**config.mk**
```make
export PLATFORM = sky130hd
export DESIGN_NAME = imem_boot_loader
export DESIGN_NICKNAME = d
export VERILOG_FILES = /design/src/rtl/imem_boot_loader_pkg.sv /design/src/rtl/imem_boot_loader_word_packer.sv /design/src/rtl/imem_boot_loader.sv
export SDC_FILE = /design/constraint.sdc
export NUM_CORES = 1
export LEC_CHECK = 0
export CAP_MARGIN = 20
export CORE_ASPECT_RATIO = 0.7
export CORE_MARGIN = 1.5
export CORE_UTILIZATION = 25
export CTS_BUF_LIST = sky130_fd_sc_hd__clkbuf_4
export DETAILED_ROUTE_END_ITERATION = 6
export HOLD_SLACK_MARGIN = 0.02
export REMOVE_ABC_BUFFERS = 1
export SLEW_MARGIN = 25
export SYNTH_ARGS = -nofsm -noshare
export SYNTH_HDL_FRONTEND = slang
export SYNTH_SLANG_ARGS = --single-unit
```
**constraint.sdc**
```tcl
create_clock -name clk -period 7.5 [get_ports clk]
set_input_delay 1.125 -clock clk [delete_from_list [all_inputs] [get_ports clk]]
set_output_delay 1.125 -clock clk [all_outputs]
set_load 0.05 [all_outputs]
```
**src/rtl/imem_boot_loader_pkg.sv**
```systemverilog
// rtl/imem_boot_loader_pkg.sv - shared types and frame constants for the instruction-memory boot loader
package imem_boot_loader_pkg;

  // Frame parser states
  typedef enum logic [2:0] {
    ST_IDLE,
    ST_LEN_HI,
    ST_LEN_LO,
    ST_DATA,
    ST_CHK,
    ST_DONE,
    ST_ERR
  } state_t;

  localparam logic [7:0] MAGIC_DEFAULT = 8'hA5;

  // Frame field widths
  localparam int BYTE_W = 8;
  localparam int LEN_W  = 16;
  localparam int WORD_W = 32;

  // The stream is accepted in every state except the two terminal ones
  function automatic logic accepts_bytes(input state_t st);
    return (st != ST_DONE) && (st != ST_ERR);
  endfunction

endpackage

```
**src/rtl/imem_boot_loader_word_packer.sv**
```systemverilog
// rtl/imem_boot_loader_word_packer.sv - packs four stream bytes MSB first into one registered word
module imem_boot_loader_word_packer
  import imem_boot_loader_pkg::*;
(
  input  logic              clk,
  input  logic              reset,
  input  logic              clear,
  input  logic              byte_valid,
  input  logic [BYTE_W-1:0] byte_data,
  output logic              last_byte,
  output logic              word_valid,
  output logic [WORD_W-1:0] word_data
);

  logic [1:0]               byte_idx;
  logic [WORD_W-BYTE_W-1:0] shift_q;

  // High while the next accepted byte completes the word
  assign last_byte = (byte_idx == 2'd3);

  // Shift bytes in; on the fourth, publish the word with a one-cycle strobe
  always_ff @(posedge clk or posedge reset) begin
    if (reset) begin
      byte_idx   <= '0;
      shift_q    <= '0;
      word_valid <= 1'b0;
      word_data  <= '0;
    end else begin
      word_valid <= 1'b0;
      if (clear) begin
        byte_idx <= '0;
      end else if (byte_valid) begin
        byte_idx <= byte_idx + 2'd1;
        shift_q  <= {shift_q[WORD_W-2*BYTE_W-1:0], byte_data};
        if (last_byte) begin
          word_valid <= 1'b1;
          word_data  <= {shift_q, byte_data};
        end
      end
    end
  end

endmodule

```
**src/rtl/imem_boot_loader.sv**
```systemverilog
// rtl/imem_boot_loader.sv - loads a framed program image from a byte stream into instruction memory
module imem_boot_loader
  import imem_boot_loader_pkg::*;
#(
  parameter int         ADDR_W = 10,
  parameter logic [7:0] MAGIC  = MAGIC_DEFAULT
) (
  input  logic              clk,
  input  logic              reset,
  input  logic              rx_valid,
  input  logic [BYTE_W-1:0] rx_data,
  output logic              rx_ready,
  input  logic              rearm,
  output logic              im_we,
  output logic [ADDR_W-1:0] im_addr,
  output logic [WORD_W-1:0] im_wdata,
  output logic              cpu_hold,
  output logic              done,
  output logic              err
);

  // Largest legal word count: the whole memory, written once
  localparam logic [LEN_W:0] IM_DEPTH = {{LEN_W{1'b0}}, 1'b1} << ADDR_W;

  state_t              state_q, state_d;
  logic [LEN_W-1:0]    len_q;
  logic [ADDR_W:0]     ptr_q;
  logic [BYTE_W-1:0]   chk_q;
  logic                accept;
  logic [LEN_W-1:0]    n_full;
  logic [LEN_W:0]      ptr_inc;
  logic                last_word;
  logic                pack_clear;
  logic                pack_byte;
  logic                last_byte;

  assign rx_ready  = accepts_bytes(state_q);
  assign accept    = rx_valid && rx_ready;
  assign n_full    = {len_q[LEN_W-1:BYTE_W], rx_data};
  assign ptr_inc   = {{(LEN_W-ADDR_W){1'b0}}, ptr_q} + {{LEN_W{1'b0}}, 1'b1};
  assign last_word = (ptr_inc == {1'b0, len_q});

  assign done      = (state_q == ST_DONE);
  assign err       = (state_q == ST_ERR);
  assign cpu_hold  = (state_q != ST_DONE);

  imem_boot_loader_word_packer u_packer (
    .clk        (clk),
    .reset      (reset),
    .clear      (pack_clear),
    .byte_valid (pack_byte),
    .byte_data  (rx_data),
    .last_byte  (last_byte),
    .word_valid (im_we),
    .word_data  (im_wdata)
  );

  // State register
  always_ff @(posedge clk or posedge reset) begin
    if (reset) state_q <= ST_IDLE;
    else       state_q <= state_d;
  end

  // Frame parsing: next state and packer control
  always_comb begin
    state_d    = state_q;
    pack_clear = (state_q != ST_DATA);
    pack_byte  = 1'b0;
    case (state_q)
      ST_IDLE:   if (accept && rx_data == MAGIC) state_d = ST_LEN_HI;
      ST_LEN_HI: if (accept) state_d = ST_LEN_LO;
      ST_LEN_LO: begin
        if (accept) begin
          if ({1'b0, n_full} > IM_DEPTH) state_d = ST_ERR;
          else if (n_full == '0)         state_d = ST_CHK;
          else                           state_d = ST_DATA;
        end
      end
      ST_DATA: begin
        pack_byte = accept;
        if (accept && last_byte && last_word) state_d = ST_CHK;
      end
      ST_CHK: begin
        if (accept) state_d = (rx_data == chk_q) ? ST_DONE : ST_ERR;
      end
      ST_DONE:   if (rearm) state_d = ST_IDLE;
      ST_ERR:    if (rearm) state_d = ST_IDLE;
      default:   state_d = ST_IDLE;
    endcase
  end

  // Length latch, word pointer, running checksum and write address
  always_ff @(posedge clk or posedge reset) begin
    if (reset) begin
      len_q   <= '0;
      ptr_q   <= '0;
      chk_q   <= '0;
      im_addr <= '0;
    end else begin
      case (state_q)
        ST_IDLE: begin
          if (accept && rx_data == MAGIC) begin
            chk_q <= '0;
            ptr_q <= '0;
          end
        end
        ST_LEN_HI: if (accept) len_q[LEN_W-1:BYTE_W] <= rx_data;
        ST_LEN_LO: begin
          if (accept) begin
            len_q[BYTE_W-1:0] <= rx_data;
            ptr_q             <= '0;
          end
        end
        ST_DATA: begin
          if (accept) begin
            chk_q <= chk_q ^ rx_data;
            if (last_byte) begin
              im_addr <= ptr_q[ADDR_W-1:0];
              ptr_q   <= ptr_q + {{ADDR_W{1'b0}}, 1'b1};
            end
          end
        end
        default: ;
      endcase
    end
  end

endmodule

```
==> flow_summary.ini, run 1 <==
[floorplan]
die-height_um = 120
ioPinCount = 59
die_w_um = 170
coreArea_um2 = 19100
start_util_pct = 25.7
die_area_um2 = 20500
rows = 42

[worst_hold_path]
hold_start = u_packer.shift_q[18]$_DFFE_PP0P_
holdPathEnd = u_packer.word_data[26]$_DFFE_PP0P_
hold_path.class = reg2reg
min_path_cells = 2

[clocking]
numCtsBuffers = 9
cts-root-buf = clkbuf_4
path_clk_slew_ns = 0.19
cts_hold_buf = 0
clk_latency_ns = 0.50
postCtsSetupRepairBufs = 0
clock_path_buffers = 2
cts_tree = done
cts.sinks = 107
h-tree-depth = 3
post_cts_resized = 0

[placement]
numPortBuffers = 58
hpwl_um = 8150
gp_congestion = 0.840

[critical_path]
crit_fanout = 10
critPathLaunchType = flop
reg2regPathDepth = 7
regToRegEndpoint = state_q[2]$_DFFE_PP0P_
crit_arrival_ns = 2.54
rrSetupSlack_ns = 4.86
path_class = reg2out
cp.required_ns = 6.38
endpoint_kind = output port
r2r-start = ptr_q[0]$_DFFE_PP0P_

[layout]
drive_above_1_share_pct = 7.67
final_nets = 596
diodes = 0
area_growth_pct = 19.3

[synthesis]
yosysTopAreaCell = dfrtp_1
syn_inst = 543
synth_flop_cell = dfrtp_1
ys_ff_latch = 107
syn-cell-area_um2 = 4910
synth.most_common_cell = nand2_1
synth_common_cells = nand2_1, dfrtp_1, o21ai_0, clkbuf_1, nor2_1
yosysSeqAreaShare_pct = 54.6
netlist_top_cells_area = dfrtp_1, nand2_1, o21ai_0, mux2_2, xnor2_1
yosysTopAreaCellShare_pct = 54.6
syn_area_per_cell_um2 = 9.04
synth_edf_count = 0
synthArstFlopShare_pct = 100
ys_types = 50
yosysWarnings = 0

[sta]
rsz0062_at_grt = no
finClkSkew_ns = 0.0205
setup_violations = 0
drv_slew = 0
finalSetupTns_ns = 0
finalHoldViolCount = 0
tightest_slew_ns = 0.920
min_period_over_period_pct = 48.8
max_slew_margin_pct = 38.1
fin_crit_ns = 3.66
holdWs_ns = 0.495
max_freq_mhz = 273

[routing]
antenna_left = 0
drt-total-wl_um = 11900
viasPerCell = 4.39
drc = 0
drtIter0Drc = 178
dr.pass1.iters = 4
wl_per_cell_um = 14.0
num_vias = 3739

[power_and_ir_drop]
p_per_area_nw_per_um2 = 274
p_leak_nw = 2.74
max-vdd-ir-drop_mv = 0.0835

[global_routing]
grt_max_degree = 59
grt_pass1_vias = 3767
antenna_found_initial = 0
grt.overflow.total = 0
grt_util_all_layers_pct = 12.6
grt_pass1_wl_um = 20400

[flow_run]
cap_viol_max_count = 0

[status]
status = finished, final reports clean
## routing by layer
layer | share of wire, % | routed length (µm) | global-route usage, % | vias to the layer above
met5 | 0 | 0 | 0 | -
met2 | 41 | 4910 | 18.1 | 75
met1 | 53 | 6270 | 18.6 | 1780
met3 | 4.9 | 589 | 3.40 | 13
li1 | - | - | - | 1871
met4 | 1.2 | 138 | 3.48 | 0
## worst max path at each step
stage	slack, ns	endpoint	start
5_1_grt	3.73	rx_ready	state_q[0]$_DFFE_PP0P_
3_5_place_dp	3.80	state_q[2]$_DFFE_PP0P_	rx_data[1]
3_3_place_gp	3.93	state_q[2]$_DFFE_PP0P_	rx_data[1]
4_1_cts	3.76	rx_ready	state_q[0]$_DFFE_PP0P_
6_report	3.84	rx_ready	state_q[0]$_DFFE_PP0P_
2_1_floorplan	3.56	chk_q[0]$_DFFE_PP0P_	reset
## through the flow
step                      util, %  area, µm²  std cells  total power, mW  setup WS, ns
after global routing         30.7       5860        851             1.72          3.73
after detailed placement     29.8       5690        835             1.30          3.80
after CTS                    30.7       5850        851             1.62          3.76
final                        30.7       5860        851             1.60          3.84
after floorplan                 -       4750        510             1.15          3.56
after global placement       29.8       5690        835             1.30          3.93
## cell families after synthesis
group	after synthesis	share of synthesized area [%]
compound gates	69	8.67
xor+xnor	21	3.75
fa+ha+maj	2	0.510
buf+inv	43	3.98
flops	107	54.6
mux	16	3.62
simple gates	285	24.9
## power breakdown
part	internal, mW	switching [mW]
Clock	0.0851	0.231
Combinational	0.197	0.261
Sequential	0.710	0.122
Total	0.992	0.613
## cells in the final DEF (no fill, tap or decap), types with 2 or more instances in the layout
cell,netlist,final
clkinv_8,0,4
buf_4,0,3
nand3_1,9,8
inv_8,0,2
dfrtp_1,107,107
nor2b_1,5,5
nor2_1,21,21
clkdlybuf4s50_1,0,58
o21ai_0,39,39
mux2_2,14,14
nand2_1,212,212
a211oi_1,2,2
a21oi_1,5,5
nor4_1,6,6
inv_1,10,9
xor2_1,6,6
a22o_1,2,2
mux2i_1,2,2
or2_2,3,3
o31ai_1,3,3
ha_1,2,2
and4_1,3,3
or3_1,4,4
xnor2_1,15,15
a31oi_1,4,4
o211a_1,2,2
and2_1,6,5
nand4_1,6,6
clkbuf_4,0,9
and3_2,2,2
## state kept, by name, indices dropped and copies added, names as in the netlist
signal,flops
u_packer.word_data,32
u_packer.shift_q,24
len_q,16
ptr_q,11
im_addr,10
chk_q,8
state_q,3
u_packer.byte_idx,2
u_packer.word_valid,1
## final cells by class
cell class	instances	area (µm²)
fillers	2030	13200
clock buffers	9	67.6
flip-flops and latches	107	2680
repair buffers	61	603
clock inverters	7	96.3
multi-input cells	393	2040
inverters	10	40.0
well taps	264	330
## worst max-delay path, cell delays in order, from the launching register on
cell and delay [ns]:
dfrtp_1 0.52, nor2b_1 0.23, o21ai_0 0.41, clkdlybuf4s50_1 0.89
Note: power is estimated with default switching activity, not from simulation.
==> run 2, diff against run 1 <==
==> constraint.sdc (replaced) <==
create_clock -name clk -period 3.65 [get_ports clk]
set_input_delay 0.5475 -clock clk [delete_from_list [all_inputs] [get_ports clk]]
set_output_delay 0.5475 -clock clk [all_outputs]
set_load 0.05 [all_outputs]
==> run 2 against run 1 <==
  * Hold slack worse by 0.0078 ns
  * First-iteration DRC count is 54% higher
  * Die area did not move
  * Setup slack got worse by 3.2 ns
  * Combinational power rose by 110%
  * Cell count grew 0.47%
  * Wire length fell by 0.84%
  * Via count increased by 1.8%
  * Clock skew decreased by 0.0057 ns
  * Sequential power rose by 110%
  * Core utilization up 0.11 points
  * Largest power group unchanged
==> flow_summary.ini, run 2 (same netlist as run 1, synthesis figures left out) <==
[status]
status = finished, final reports clean

[clocking]
h-tree-depth = 3
cts.sinks = 107
postCtsSetupRepairBufs = 0
clock_path_buffers = 2
cts-root-buf = clkbuf_4
post_cts_resized = 0
numCtsBuffers = 9
cts_hold_buf = 0
clk_latency_ns = 0.46
cts_tree = done
path_clk_slew_ns = 0.15

[worst_hold_path]
hold_path.class = reg2reg

[sta]
rsz0062_at_grt = no
max_freq_mhz = 329
finalHoldViolCount = 0
fin_crit_ns = 3.04
setup_violations = 0
drv_slew = 0
max_slew_margin_pct = 40.8
tightest_slew_ns = 0.885
finalSetupTns_ns = 0
finClkSkew_ns = 0.0147
min_period_over_period_pct = 83.3
finalWorstSetupSlack_ns = 0.610

[routing]
drc = 0
drt-total-wl_um = 11800
dr.pass1.iters = 5
antenna_left = 0
wl_per_cell_um = 13.8
num_vias = 3808
viasPerCell = 4.45
drtIter0Drc = 275

[placement]
pre_cts_slack_ns = 0.942
hpwl_um = 8200
numPortBuffers = 58
gp_congestion = 0.881

[layout]
final_common_cell = nand2_1
final_cell_mix = nand2_1, dfrtp_1, clkdlybuf4s50_1, o21ai_0, nor2_1
largest_register_ffs = 32
largest_register = u_packer.word_data
final_nets = 602
drive_above_1_share_pct = 8.12
n_fill_cell = 2001
area_growth_pct = 19.8
diodes = 0
reg_top3 = u_packer.word_data x32, u_packer.shift_q x24, len_q x16

[power_and_ir_drop]
max-vdd-ir-drop_mv = 0.189
p_leak_nw = 2.76
p_per_area_nw_per_um2 = 554

[critical_path]
crit_arrival_ns = 2.49
slowest_stage = clkdlybuf4s50_1
rrSetupSlack_ns = 1.09
critPathLaunchType = flop
crit_path_cell_trace = nor2b_1 > o21ai_0 > clkdlybuf4s50_1
cp.required_ns = 3.10
path_class = reg2out
max_stage_delay_ns = 0.89
endpoint_kind = output port
crit_fanout = 10

[global_routing]
grtUsageMet3_pct = 3.54
grt_pass1_vias = 3599
grt_util_all_layers_pct = 12.2
grtUsageMet2_pct = 17.6
grtUsageMet1_pct = 18.0
grt_pass1_wl_um = 19600
grt.overflow.total = 0
grt_busiest_layer = met1
antenna_found_initial = 0
grt_max_degree = 68

[flow_run]
cap_viol_max_count = 0

[floorplan]
rows = 42
coreArea_um2 = 19100
die_area_um2 = 20500
die_w_um = 170
die-height_um = 120
ioPinCount = 59
start_util_pct = 25.7
[run 2: cell count changes in the layout (fill, tap and decap cells not counted)]
cell and delta:
bufinv_16 +1, and2_2 -1, buf_4 +5, clkbuf_4 +3, and2_1 +1, clkinv_4 +1, buf_12 +1, clkinv_8 -4
inv_6 -1, inv_8 -2
[run 2: area by class of cell]
class | instances | area, µm² | area share [%]
flip-flops and latches | 107 | 2680 | 45.6
multi-input cells | 393 | 2040 | 34.7
repair buffers | 67 | 661 | 11.2
well taps | 264 | 330 | 5.62
clock buffers | 12 | 90.1 | 1.53
inverters | 10 | 40.0 | 0.681
clock inverters | 2 | 38.8 | 0.660
[run 2: final timing paths]
path / startpoint / to / depth (start not counted)
setup reg to reg: ptr_q[0]$_DFFE_PP0P_ / state_q[2]$_DFFE_PP0P_ / 7
setup / recovery: state_q[0]$_DFFE_PP0P_ / rx_ready / 3
hold reg to reg: u_packer.shift_q[19]$_DFFE_PP0P_ / u_packer.word_data[27]$_DFFE_PP0P_ / 2
max in group asynchronous: reset / ptr_q[9]$_DFFE_PP0P_ / 3
min in group asynchronous: reset / im_addr[2]$_DFFE_PP0P_ / 2
hold / removal: u_packer.shift_q[19]$_DFFE_PP0P_ / u_packer.word_data[27]$_DFFE_PP0P_ / 2
[run 2: layer usage]
layer  vias up  wire length, µm
met3        10              604
met4         0              106
li1       1875                -
met2        79             5050
met5         -                0
met1      1844             6060
[run 2: critical path: cells and delay by family, from the launching register on]
family                 cells  cell delay [ns]
AND/OR/NAND/NOR            1             0.22
buffers and inverters      1             0.89
flip-flops                 1             0.50
AO/OA/AOI/OAI              1             0.43
[run 2: where the power goes]
group          internal [mW]  total, mW  switching, mW
combinational          0.410      0.945          0.535
clock                  0.227      0.602          0.375
sequential              1.46       1.71          0.247
[run 2: per-stage QoR]
step	util (%)	cells	hold WS (ns)	power [mW]	instance area, µm²
4_1_cts	30.8	855	0.492	3.28	5880
2_1_floorplan	-	510	0.439	2.37	4750
6_report	30.8	855	0.488	3.25	5880
3_3_place_gp	30.1	841	0.449	2.67	5750
3_5_place_dp	30.1	841	0.457	2.67	5750
5_1_grt	30.8	855	0.517	3.49	5880
==> run 3, diff against run 2 <==
==> constraint.sdc (replaced) <==
create_clock -name clk -period 2.76 [get_ports clk]
set_input_delay 0.414 -clock clk [delete_from_list [all_inputs] [get_ports clk]]
set_output_delay 0.414 -clock clk [all_outputs]
set_load 0.05 [all_outputs]
==> run 3 against run 2 <==
  * Cell count is 1.9% higher
  * First-iteration DRC count increased by 1.8%
  * Global-route usage grew 0.77 points
  * Core utilization is 0.60 points higher
  * Flip-flop and latch count unchanged
==> flow_summary.ini, run 3 (same netlist as run 1, synthesis figures left out) <==
[status]
status = finished, final reports clean

[placement]
numPortBuffers = 58
gp_congestion = 0.930
hpwl_um = 8970
pre_cts_slack_ns = 0.307
dp.cells = 855

[sta]
finClkSkew_ns = 0.0128
tightest_slew_ns = 0.669
finalWorstSetupSlack_ns = 0.196
finalHoldViolCount = 0
setup_violations = 0
max_freq_mhz = 390
drv_slew = 0
fin_crit_ns = 2.56
max_slew_margin_pct = 55.4
rsz0062_at_grt = no
min_period_over_period_pct = 92.9

[routing]
antenna_left = 0
drtIter0Drc = 280
num_vias = 3868
wl_per_cell_um = 14.3
viasPerCell = 4.44
drc = 0
dr.pass1.iters = 5
drt-total-wl_um = 12500

[power_and_ir_drop]
power_frac_clock_pct = 17.1
power.total_mw = 4.28
p_leak_nw = 2.84
internal-power_mw = 2.67
max-vdd-ir-drop_mv = 0.218
p_sw_mw = 1.60
power_frac_seq_pct = 53.1
p_sw_share_pct = 37.5
pwr-share-comb_pct = 29.8
p_per_area_nw_per_um2 = 714

[critical_path]
crit_arrival_ns = 2.15
r2r-start = ptr_q[0]$_DFFE_PP0P_
crit_fanout = 10
endpoint_kind = output port
reg2regPathDepth = 7
regToRegEndpoint = state_q[2]$_DFFE_PP0P_
rrSetupSlack_ns = 0.32
cp.required_ns = 2.35
critPathLaunchType = flop
path_class = reg2out

[layout]
final_nets = 616
reg_top3 = u_packer.word_data x32, u_packer.shift_q x24, len_q x16
largest_register_ffs = 32
area_growth_pct = 22.1
drive_above_1_share_pct = 10.4
largest_register = u_packer.word_data
diodes = 0
final_common_cell = nand2_1
final_cell_mix = nand2_1, dfrtp_1, clkdlybuf4s50_1, o21ai_0, nor2_1
final_cells = 871

[global_routing]
grtUsageMet3_pct = 3.80
grt_util_all_layers_pct = 13.0
antenna_found_initial = 0
grt_pass1_vias = 3706
grt_busiest_layer = met1
grt.overflow.total = 0
grt_max_degree = 50
grtUsageMet1_pct = 19.2
grt_pass1_wl_um = 20500
grtUsageMet2_pct = 18.5

[clocking]
cts-root-buf = clkbuf_4
clk_latency_ns = 0.49
cts_tree = done
postCtsSetupRepairBufs = 0
h-tree-depth = 3
clock_path_buffers = 2
numCtsBuffers = 9
path_clk_slew_ns = 0.16
cts.sinks = 107

[floorplan]
start_util_pct = 25.7
ioPinCount = 59
die_w_um = 170
die-height_um = 120
coreArea_um2 = 19100
rows = 42
die_area_um2 = 20500

[worst_hold_path]
hold_path.class = in2async

[flow_run]
cap_viol_max_count = 0
-- run 3: cell count changes in the layout (fill, tap and decap cells not counted), sizes merged --
| cell | change |
|---|---|
| inv | +2 |
| clkbuf | -2 |
| dlygate4sd2 | +3 |
| clkinvlp | +1 |
| dlymetal6s2s | +1 |
| bufinv | -1 |
| clkinv | +2 |
| clkdlybuf4s50 | -4 |
| buf | +14 |
-- run 3: metal layers --
| layer | wire (µm) | part of all wire, % |
|---|---|---|
| met5 | 0 | 0 |
| met4 | 107 | 0.86 |
| met3 | 654 | 5.2 |
| met2 | 5190 | 42 |
| met1 | 6520 | 52 |
-- run 3: worst max-delay path by stage --
| stage | start | endpoint | slack [ns] | cells after the start |
|---|---|---|---|---|
| after floorplan | state_q[1]$_DFFE_PP0P_ | ptr_q[10]$_DFFE_PP0P_ | -0.52 | 7 |
| after detailed placement | rx_data[0] | state_q[0]$_DFFE_PP0P_ | 0.31 | 7 |
| after global placement | rx_data[0] | state_q[0]$_DFFE_PP0P_ | 0.33 | 7 |
| final | state_q[0]$_DFFE_PP0P_ | rx_ready | 0.20 | 3 |
| after global routing | state_q[0]$_DFFE_PP0P_ | done | 0.05 | 4 |
| after CTS | state_q[0]$_DFFE_PP0P_ | cpu_hold | 0.04 | 3 |
-- run 3: power by group through the flow --
stage / registers, mW / logic (mW) / clock network, mW
finish: 2.27 / 1.27 / 0.733
global route: 2.33 / 1.43 / 0.829
CTS: 2.27 / 1.27 / 0.767
detailed placement: 2.30 / 1.28 / 0
global placement: 2.30 / 1.28 / 0
floorplan: 2.19 / 0.945 / 0
-- run 3: repair_timing --
item	4_1_cts	5_1_grt
hold buffers	0	0
gates resized for setup	3	1
endpoints found under the setup margin	3	1
-- run 3: worst max-delay path, stage by stage, from the launching register on --
cell and delay (ns):
dfrtp_1 0.50, nor2b_1 0.23, o21ai_0 0.34, dlygate4sd2_1 0.61
-- run 3: cell type report --
cell class,count,area (µm²)
tap,264,330
fill,2029,13100
sequential,107,2680
timing repair buffer,81,790
multi-input combinational,393,2040
clock buffer,10,75.1
inverter,10,40.0
clock inverter,6,38.8
-- run 3: metrics by stage --
step           instance area [µm²]  utilization, %  hold WS (ns)  TNS (ns)
2_1_floorplan                 4750               -         0.439    -64.94
3_5_place_dp                  5880            30.8         0.458         0
3_3_place_gp                  5880            30.8         0.447         0
5_1_grt                       5990            31.4         0.381         0
6_report                      5990            31.4         0.361         0
4_1_cts                       5990            31.4         0.370         0
